==> config.mk <==
export PLATFORM = sky130hd
export DESIGN_NAME = flit_serializer
export DESIGN_NICKNAME = d
export VERILOG_FILES = /design/src/rtl/noc_pkg.sv /design/src/rtl/ser_fifo.sv /design/src/rtl/flit_serializer.sv
export SDC_FILE = /design/constraint.sdc
export NUM_CORES = 1
export LEC_CHECK = 0
export CAP_MARGIN = 10
export CORE_MARGIN = 10
export CORE_UTILIZATION = 25
export CTS_BUF_LIST = sky130_fd_sc_hd__clkbuf_4 sky130_fd_sc_hd__clkbuf_8
export DETAILED_ROUTE_END_ITERATION = 6
export SYNTH_ARGS = -nofsm -noshare
export SYNTH_HDL_FRONTEND = slang
export SYNTH_SLANG_ARGS = --single-unit
==> constraint.sdc <==
create_clock -name clk -period 12.38 [get_ports clk]
set_input_delay 2.476 -clock clk [delete_from_list [all_inputs] [get_ports clk]]
set_output_delay 2.476 -clock clk [all_outputs]
set_load 0.03 [all_outputs]
==> src/rtl/noc_pkg.sv <==
// Shared link constants, FSM state type and beat helper.
// Used by the serializer and the receiving deserializer.
package noc_pkg;

  localparam int FLIT_W = 64;
  localparam int LINK_W = 4;
  localparam int VC_W   = 2;
  localparam int BEATS  = FLIT_W / LINK_W;

  typedef enum logic {
    IDLE = 1'b0,
    SEND = 1'b1
  } ser_state_t;

  // Beat n of a flit; beats go out LS nibble first.
  function automatic logic [LINK_W-1:0] flit_beat(
    input logic [FLIT_W-1:0] flit,
    input int                n
  );
    return flit[n*LINK_W +: LINK_W];
  endfunction

endpackage

==> src/rtl/ser_fifo.sv <==
// Synchronous FIFO, DEPTH x W, full/empty flags.
// Ports: clk, rst_n, wr_en/wr_data, rd_en/rd_data, full, empty.
module ser_fifo #(
  parameter int W     = 66,
  parameter int DEPTH = 2
) (
  input  logic         clk,
  input  logic         rst_n,
  input  logic         wr_en,
  input  logic [W-1:0] wr_data,
  input  logic         rd_en,
  output logic [W-1:0] rd_data,
  output logic         full,
  output logic         empty
);

  localparam int PW = $clog2(DEPTH);
  localparam int CW = PW + 1;

  logic [W-1:0]  mem [DEPTH];
  logic [PW-1:0] wr_ptr;
  logic [PW-1:0] rd_ptr;
  logic [CW-1:0] count;
  logic          do_wr;
  logic          do_rd;

  assign full    = (count == CW'(DEPTH));
  assign empty   = (count == '0);
  assign do_wr   = wr_en && !full;
  assign do_rd   = rd_en && !empty;
  assign rd_data = mem[rd_ptr];

  always_ff @(posedge clk) begin
    if (do_wr) mem[wr_ptr] <= wr_data;
  end

  // Pointers wrap naturally: DEPTH is a power of 2.
  always_ff @(posedge clk or negedge rst_n) begin
    if (!rst_n) begin
      wr_ptr <= '0;
      rd_ptr <= '0;
      count  <= '0;
    end else begin
      if (do_wr) wr_ptr <= wr_ptr + 1'b1;
      if (do_rd) rd_ptr <= rd_ptr + 1'b1;
      unique case ({do_wr, do_rd})
        2'b10:   count <= count + 1'b1;
        2'b01:   count <= count - 1'b1;
        default: count <= count;
      endcase
    end
  end

endmodule

==> src/rtl/flit_serializer.sv <==
// Streams 64-bit flits as 16 4-bit link beats, LS nibble first.
// Ports: clk, rst_n, flit_in/vc_in/valid_in/ready_in (router side),
//   data_out/valid_out/vc_out (link), busy.
// SERIALIZER_STATS_EN adds flit_count[15:0] (flits sent, wrapping).
module flit_serializer
  import noc_pkg::*;
#(
  parameter int FLIT_W     = noc_pkg::FLIT_W,
  parameter int LINK_W     = noc_pkg::LINK_W,
  parameter int VC_W       = noc_pkg::VC_W,
  parameter int FIFO_DEPTH = 2
) (
  input  logic              clk,
  input  logic              rst_n,
  input  logic [FLIT_W-1:0] flit_in,
  input  logic              valid_in,
  input  logic [VC_W-1:0]   vc_in,
  output logic              ready_in,
  output logic [LINK_W-1:0] data_out,
  output logic              valid_out,
  output logic [VC_W-1:0]   vc_out,
  output logic              busy
`ifdef SERIALIZER_STATS_EN
  ,
  output logic [15:0]       flit_count
`endif
);

  localparam int NB     = FLIT_W / LINK_W;
  localparam int BEAT_W = $clog2(NB);
  localparam int EW     = FLIT_W + VC_W;

  ser_state_t        state;
  logic [FLIT_W-1:0] shreg;
  logic [BEAT_W-1:0] beat;
  logic [EW-1:0]     head;
  logic              full;
  logic              empty;
  logic              last;
  logic              pop;

  ser_fifo #(
    .W     (EW),
    .DEPTH (FIFO_DEPTH)
  ) u_fifo (
    .clk     (clk),
    .rst_n   (rst_n),
    .wr_en   (valid_in),
    .wr_data ({vc_in, flit_in}),
    .rd_en   (pop),
    .rd_data (head),
    .full    (full),
    .empty   (empty)
  );

  // Gated by rst_n so every output reads 0 during reset.
  assign ready_in = rst_n && !full;
  assign busy     = (state == SEND) || !empty;
  assign data_out = shreg[LINK_W-1:0];
  assign last     = (beat == BEAT_W'(NB - 1));
  assign pop      = !empty &&
                    ((state == IDLE) || last);

  always_ff @(posedge clk or negedge rst_n) begin
    if (!rst_n) begin
      state     <= IDLE;
      shreg     <= '0;
      beat      <= '0;
      valid_out <= 1'b0;
      vc_out    <= '0;
    end else begin
      unique case (state)
        IDLE: begin
          if (!empty) begin
            shreg     <= head[FLIT_W-1:0];
            vc_out    <= head[EW-1:FLIT_W];
            beat      <= '0;
            valid_out <= 1'b1;
            state     <= SEND;
          end
        end
        SEND: begin
          if (!last) begin
            shreg <= shreg >> LINK_W;
            beat  <= beat + 1'b1;
          end else if (!empty) begin
            // Back-to-back: next flit follows with no idle beat.
            shreg     <= head[FLIT_W-1:0];
            vc_out    <= head[EW-1:FLIT_W];
            beat      <= '0;
            valid_out <= 1'b1;
          end else begin
            shreg     <= '0;
            beat      <= '0;
            valid_out <= 1'b0;
            state     <= IDLE;
          end
        end
        default: state <= IDLE;
      endcase
    end
  end

`ifdef SERIALIZER_STATS_EN
  always_ff @(posedge clk or negedge rst_n) begin
    if (!rst_n) begin
      flit_count <= '0;
    end else if (state == SEND && last) begin
      flit_count <= flit_count + 16'd1;
    end
  end
`endif

endmodule
Word level (Yosys, flattened, before mapping)
Memory sizes are Yosys's and may differ from the RTL's.
Index checks and enable logic that the tools add are counted.
Word-level totals
  bits in registers: 76
  latch bits: 0
  RAM bits: 132
  bits in read-only memories: 0
  input bits: 69
  output and inout port bits: 9
  memories kept: 1
Memories
  u_fifo.mem: words 2, bits a word 66, read ports 1, clocked after Yosys merged registers in 0, wr ports 1, RTL line ser_fifo.sv:20  | logic [W-1:0] mem [DEPTH];
Operators by class
  add/subtract/negate cells: 5
  multiply operators: 0
  divide/modulo/power cells: 0
  $lt $le $gt $ge: 0
  equality and inequality tests: 6
  shift-type cells: 0
  mux-type cells: 19
  bitwise operators: 1
  reductions and logical operators: 11
Operator list (number)
  $mux 64: 3
  $pmux 64 s2: 1
  $mux 4: 2
  $pmux 2 s2: 2
  $pmux 4 s2: 1
  $mux 1: 6
  $add 4x1->4 const B: 1
  $eq 2x2->1 const B: 2
  $eq 4x4->1 const B: 1
  $logic_and 1x1->1: 4
  $mux 2: 2
  $pmux 1 s2: 2
  $add 1x1->1 const B: 2
  $add 2x1->2 const B: 1
  $eq 2x1->1 const B: 1
  $logic_not 1->1: 2
  $logic_not 2->1: 1
  $logic_or 1x1->1: 2
  $ne 2x1->1 const B: 1
  $ne 2x2->1 const B: 1
  $reduce_and 2->1: 1
  $reduce_bool 2->1: 1
  $sub 2x1->2 const B: 1
  $not 1->1: 1

Depth between registers and ports, before layout
  depth in word-level cells: 6
  gate-level depth with buffers: 9
  depth with buffers taken out: 8

Modules after synthesis
A second synthesis with hierarchy kept.
Unflattened totals
  cell total of the unflattened synthesis: 485
  area total of the unflattened synthesis: 8280.4 um2
By module, submodules not included
  ser_fifo: times used 1, cells an instance 223, area an instance 5069.9 um2, sequential area each 4063.9 um2
  flit_serializer: times used 1, cells an instance 262, area an instance 3210.6 um2, sequential area each 1801.7 um2

Worst setup path after synthesis
Ideal clock, no wire load.
  path kind: input to register
  start point: in valid_in
  end point: mem u_fifo.mem[0][0], enable pin
  data arrival time: 5328 ps
  required time: 11890 ps
  setup slack: 6562 ps
  stages on the path: 2
  buffers on the path: 0
  cell sequence: nand2_1 nor2_1
Between the ends
  longest elaborated chain between the ends: 3
RTL lines
  from (decl): RTL line flit_serializer.sv:16  | input logic valid_in,
  $logic_and 1x1->1: RTL line ser_fifo.sv:29  | assign do_wr = wr_en && !full;
  $mux 1: RTL line ser_fifo.sv:34  | if (do_wr) mem[wr_ptr] <= wr_data;
  $mux 1 (implied by the code): RTL line ser_fifo.sv:34
  to (decl): RTL line ser_fifo.sv:20
No other way between the ends.

Final worst setup path
  start point: in rst_n
  end point: out ready_in
Between the ends
  longest elaborated chain between the ends: 1
RTL lines
  from (decl): RTL line flit_serializer.sv:14  | input logic rst_n,
  $logic_and 1x1->1: RTL line flit_serializer.sv:57  | assign ready_in = rst_n && !full;
  to (decl): RTL line flit_serializer.sv:18  | output logic ready_in,
No other way between the ends.

==> flow_summary_export.csv <==
group,metric,value,unit
yosys,synth_largest_area_cell,"edfxtp_1",
worst_setup_path,max_stage_delay,680,ps
floorplanning,coreArea,0.03083,mm²
final_layout,multi_input_area,0.001794,mm²
timing,tns,0,ps
yosys,synth_cells,482,
final_layout,nNetsFinal,636,
worst_setup_path,path_buf_inv,2,
clock_network,path_clk_slew,50,ps
final_layout,drive_above_1_share,14.33,%
yosys,async_flop_share,36.54,%
clock_network,cts_hold_buf,0,
floorplanning,die_w,197.5,µm
routing,wl_per_cell,17.43,µm
worst_setup_path,critPathTopFamily,"buffers and inverters",
grt,grt_max_degree,71,
worst_setup_path,cp_cell_sequence,"buf_4, and2_1, clkdlybuf4s50_1",
worst_setup_path,start_kind,"input pin",
power,switching_power,0.0006242,W
run,max_cap_viol_count,0,
clock_network,cts-root-buf,"clkbuf_8",
yosys,yosysTopAreaCellShare,50.33,%
power,ir_worst_vdd,0.09420,mV
routing,drc,0,
timing,worst_pin_slew,1080,ps
timing,holdWs,488.8,ps
power,power,0.002146,W
routing,ant_nets,0,
clock_network,ctsResizeCount,0,
yosys,synthSimpleGateAreaFrac,1.509,%
yosys,synth_xor_area_share,0.5561,%
power,seq_power_share,48.3,%
yosys,yosysSeqAreaShare,74.48,%
yosys,synth_edf_count,132,
final_layout,fillerInstances,3011,
yosys,synth_top_family_by_area,"compound AO/OA/AOI/OAI gates",
yosys,synth_compound_area_share,11.44,%
routing,wirelength,17.24,mm
yosys,ys_ff_latch,208,
power,swShare,29.09,%
worst_setup_path,critPathMaxFanout,41,
final_layout,seqCellArea,0.005871,mm²
yosys,synthAdderAreaFrac,0.3178,%
timing,max_clock_freq,158.2,MHz
clock_network,h-tree-depth,2,
clock_network,clkLatencyLatePin,530,ps
place,hpwlAfterDp,9.999,mm
timing,rsz0062_at_grt,"no",
yosys,yosysWarnings,0,
place,placedCellCount,922,
routing,drt_first_iter_violations,187,
clock_network,cts_tree,"done",
floorplanning,die_y,197.5,µm
grt,grt_overflow,0,
timing,fin_crit,6321,ps
final_layout,antenna_cells,0,
clock_network,cts_made_buffers,37,
min_path,hold_class,"flip-flop to flip-flop",
yosys,synthFlopType,"edfxtp_1",
worst_setup_path,cp-end-kind,"output pin",
clock_network,cts.sinks,208,
yosys,synth_area_leaders,"edfxtp_1 (50%), dfrtp_1 (24%), mux2i_1 (8.1%)",
floorplanning,die_area,0.03900,mm²
timing,drv_slew,0,
place,gp_congestion,0.6888,
grt,grt_use_total,8.820,%
grt,grt_pass1_wl,27.04,mm
timing,skew,28.38,ps
timing,period_share,51.06,%
worst_setup_path,worst-setup-path-type,"input pin to output pin",
yosys,yosysMostFrequentCell,"edfxtp_1",
yosys,synth_common_cells,"edfxtp_1 (132), dfrtp_1 (76), mux2i_1 (64), a32oi_1 (60), o21ai_1 (40)",
yosys,syn-cell-area,0.007875,mm²
clock_network,cts_buffer_depth,3,
place,portBuffers,77,
worst_setup_path,cp.required,9900,ps
power,power_frac_comb,21.3,%
yosys,yosysUniqueCellTypes,31,
grt,grt_pass1_vias,4876,
floorplanning,row_count,64,
routing,dr_total_vias,4446,
grt,antenna_found_initial,0,
power,p_int,0.001522,W
final_layout,fin_cells,989,
floorplanning,start_util,25.54,%
power,power_density,219.8,mW/mm²
worst_setup_path,cp_slowest_cell,"clkdlybuf4s50_1",
yosys,muxShareOfSynthArea,8.707,%
final_layout,areaGrowthSynthToFinish,23.98,%
power,clkPwrFrac,30.3,%
routing,vias_per_cell,4.495,
worst_setup_path,worstPathArrival,3840,ps
timing,hold_viol,0,
run_status,outcome,"finished, final reports clean",
clock_network,post_cts_buffers,0,
yosys,avgSynthCellArea,16.34,µm²
yosys,syn_nets,553,
power,leakage,3.640,nW
routing,drtPass1Iterations,4,
timing,max_slew_margin,27.84,%
timing,final-setup-viol-count,0,
floorplanning,io_pins,78,
==> routing by layer <==
layer | routed length (µm) | global-route usage (%) | up-vias
li1 | - | - | 2075
met1 | 7551 | 10.64 | 2228
met2 | 8422 | 14.52 | 110
met3 | 977 | 2.777 | 33
met4 | 286 | 3.190 | 0
met5 | 0 | 0 | -
==> sequential cells by signal (all words and copies together) (netlist names), 2 cells and up <==
name / cells
beat: 4
shreg: 64
u_fifo.mem: 132
vc_out: 2
u_fifo.count: 2
==> area by class of cell <==
class / count / share of cell area (%)
sequential: 208 / 60.13
clock buffer: 60 / 7.113
multi-input combinational: 232 / 18.38
tap: 396 / 5.075
timing repair buffer: 84 / 8.407
inverter: 2 / 0.07689
clock inverter: 7 / 0.8202
==> worst min-delay path, delay by kind of cell, from the launching register on <==
family / cells / cell delay (ps)
AOI/OAI and AO/OA: 1 / 60
and+or+nand+nor: 1 / 50
DFF: 1 / 340
==> worst paths after layout <==
check	startpoint	cells after the start	endpoint	slack (ps)
max in group asynchronous	rst_n	2	u_fifo.rd_ptr	9420
hold reg to reg	shreg[62]	2	shreg[62]	490
hold / removal	shreg[62]	2	shreg[62]	490
min in group asynchronous	rst_n	1	shreg[52]	1930
setup / recovery	rst_n	3	ready_in	6060
setup reg to reg	u_fifo.count[0]	4	u_fifo.mem[0][56]	9740
==> cells by family (layout without fill, tap and decap cells) <==
group           Yosys count  in the layout
fa+ha+maj                 2              2
flops                   208            208
compound gates          133            133
buf+inv                  42            153
xor+xnor                  5              5
mux                      68             68
simple gates             24             24
==> power by group through the flow <==
stage | Sequential [W] | Combinational (W) | Clock [W]
4_1_cts | 0.00104 | 0.000473 | 0.000675
3_3_place_gp | 0.00104 | 0.000463 | 0
6_report | 0.00104 | 0.000458 | 0.000651
3_5_place_dp | 0.00105 | 0.000472 | 0
5_1_grt | 0.00106 | 0.000512 | 0.000710
2_1_floorplan | 0.00103 | 0.000338 | 0
==> layout by cell type, fill, tap and decap left out, types with 2 or more instances in the layout <==
master	count
edfxtp_1	132
clkdlybuf4s50_1	76
dfrtp_1	74
mux2i_1	64
a32oi_1	60
o21ai_1	40
clkbuf_8	39
o21ai_0	29
clkbuf_4	21
nand2_1	14
buf_4	8
xnor2_1	4
mux2_2	2
mux2_1	2
ha_1	2
clkinv_2	2
==> metrics by stage <==
step	area (µm²)	util [%]	setup slack [ps]
2_1_floorplan	7875	-	6562
3_3_place_gp	8989	29.16	6037
3_5_place_dp	8989	29.16	6009
4_1_cts	9763	31.67	6008
5_1_grt	9763	31.67	5939
6_report	9763	31.67	6059
(Power assumes the default switching activity.)
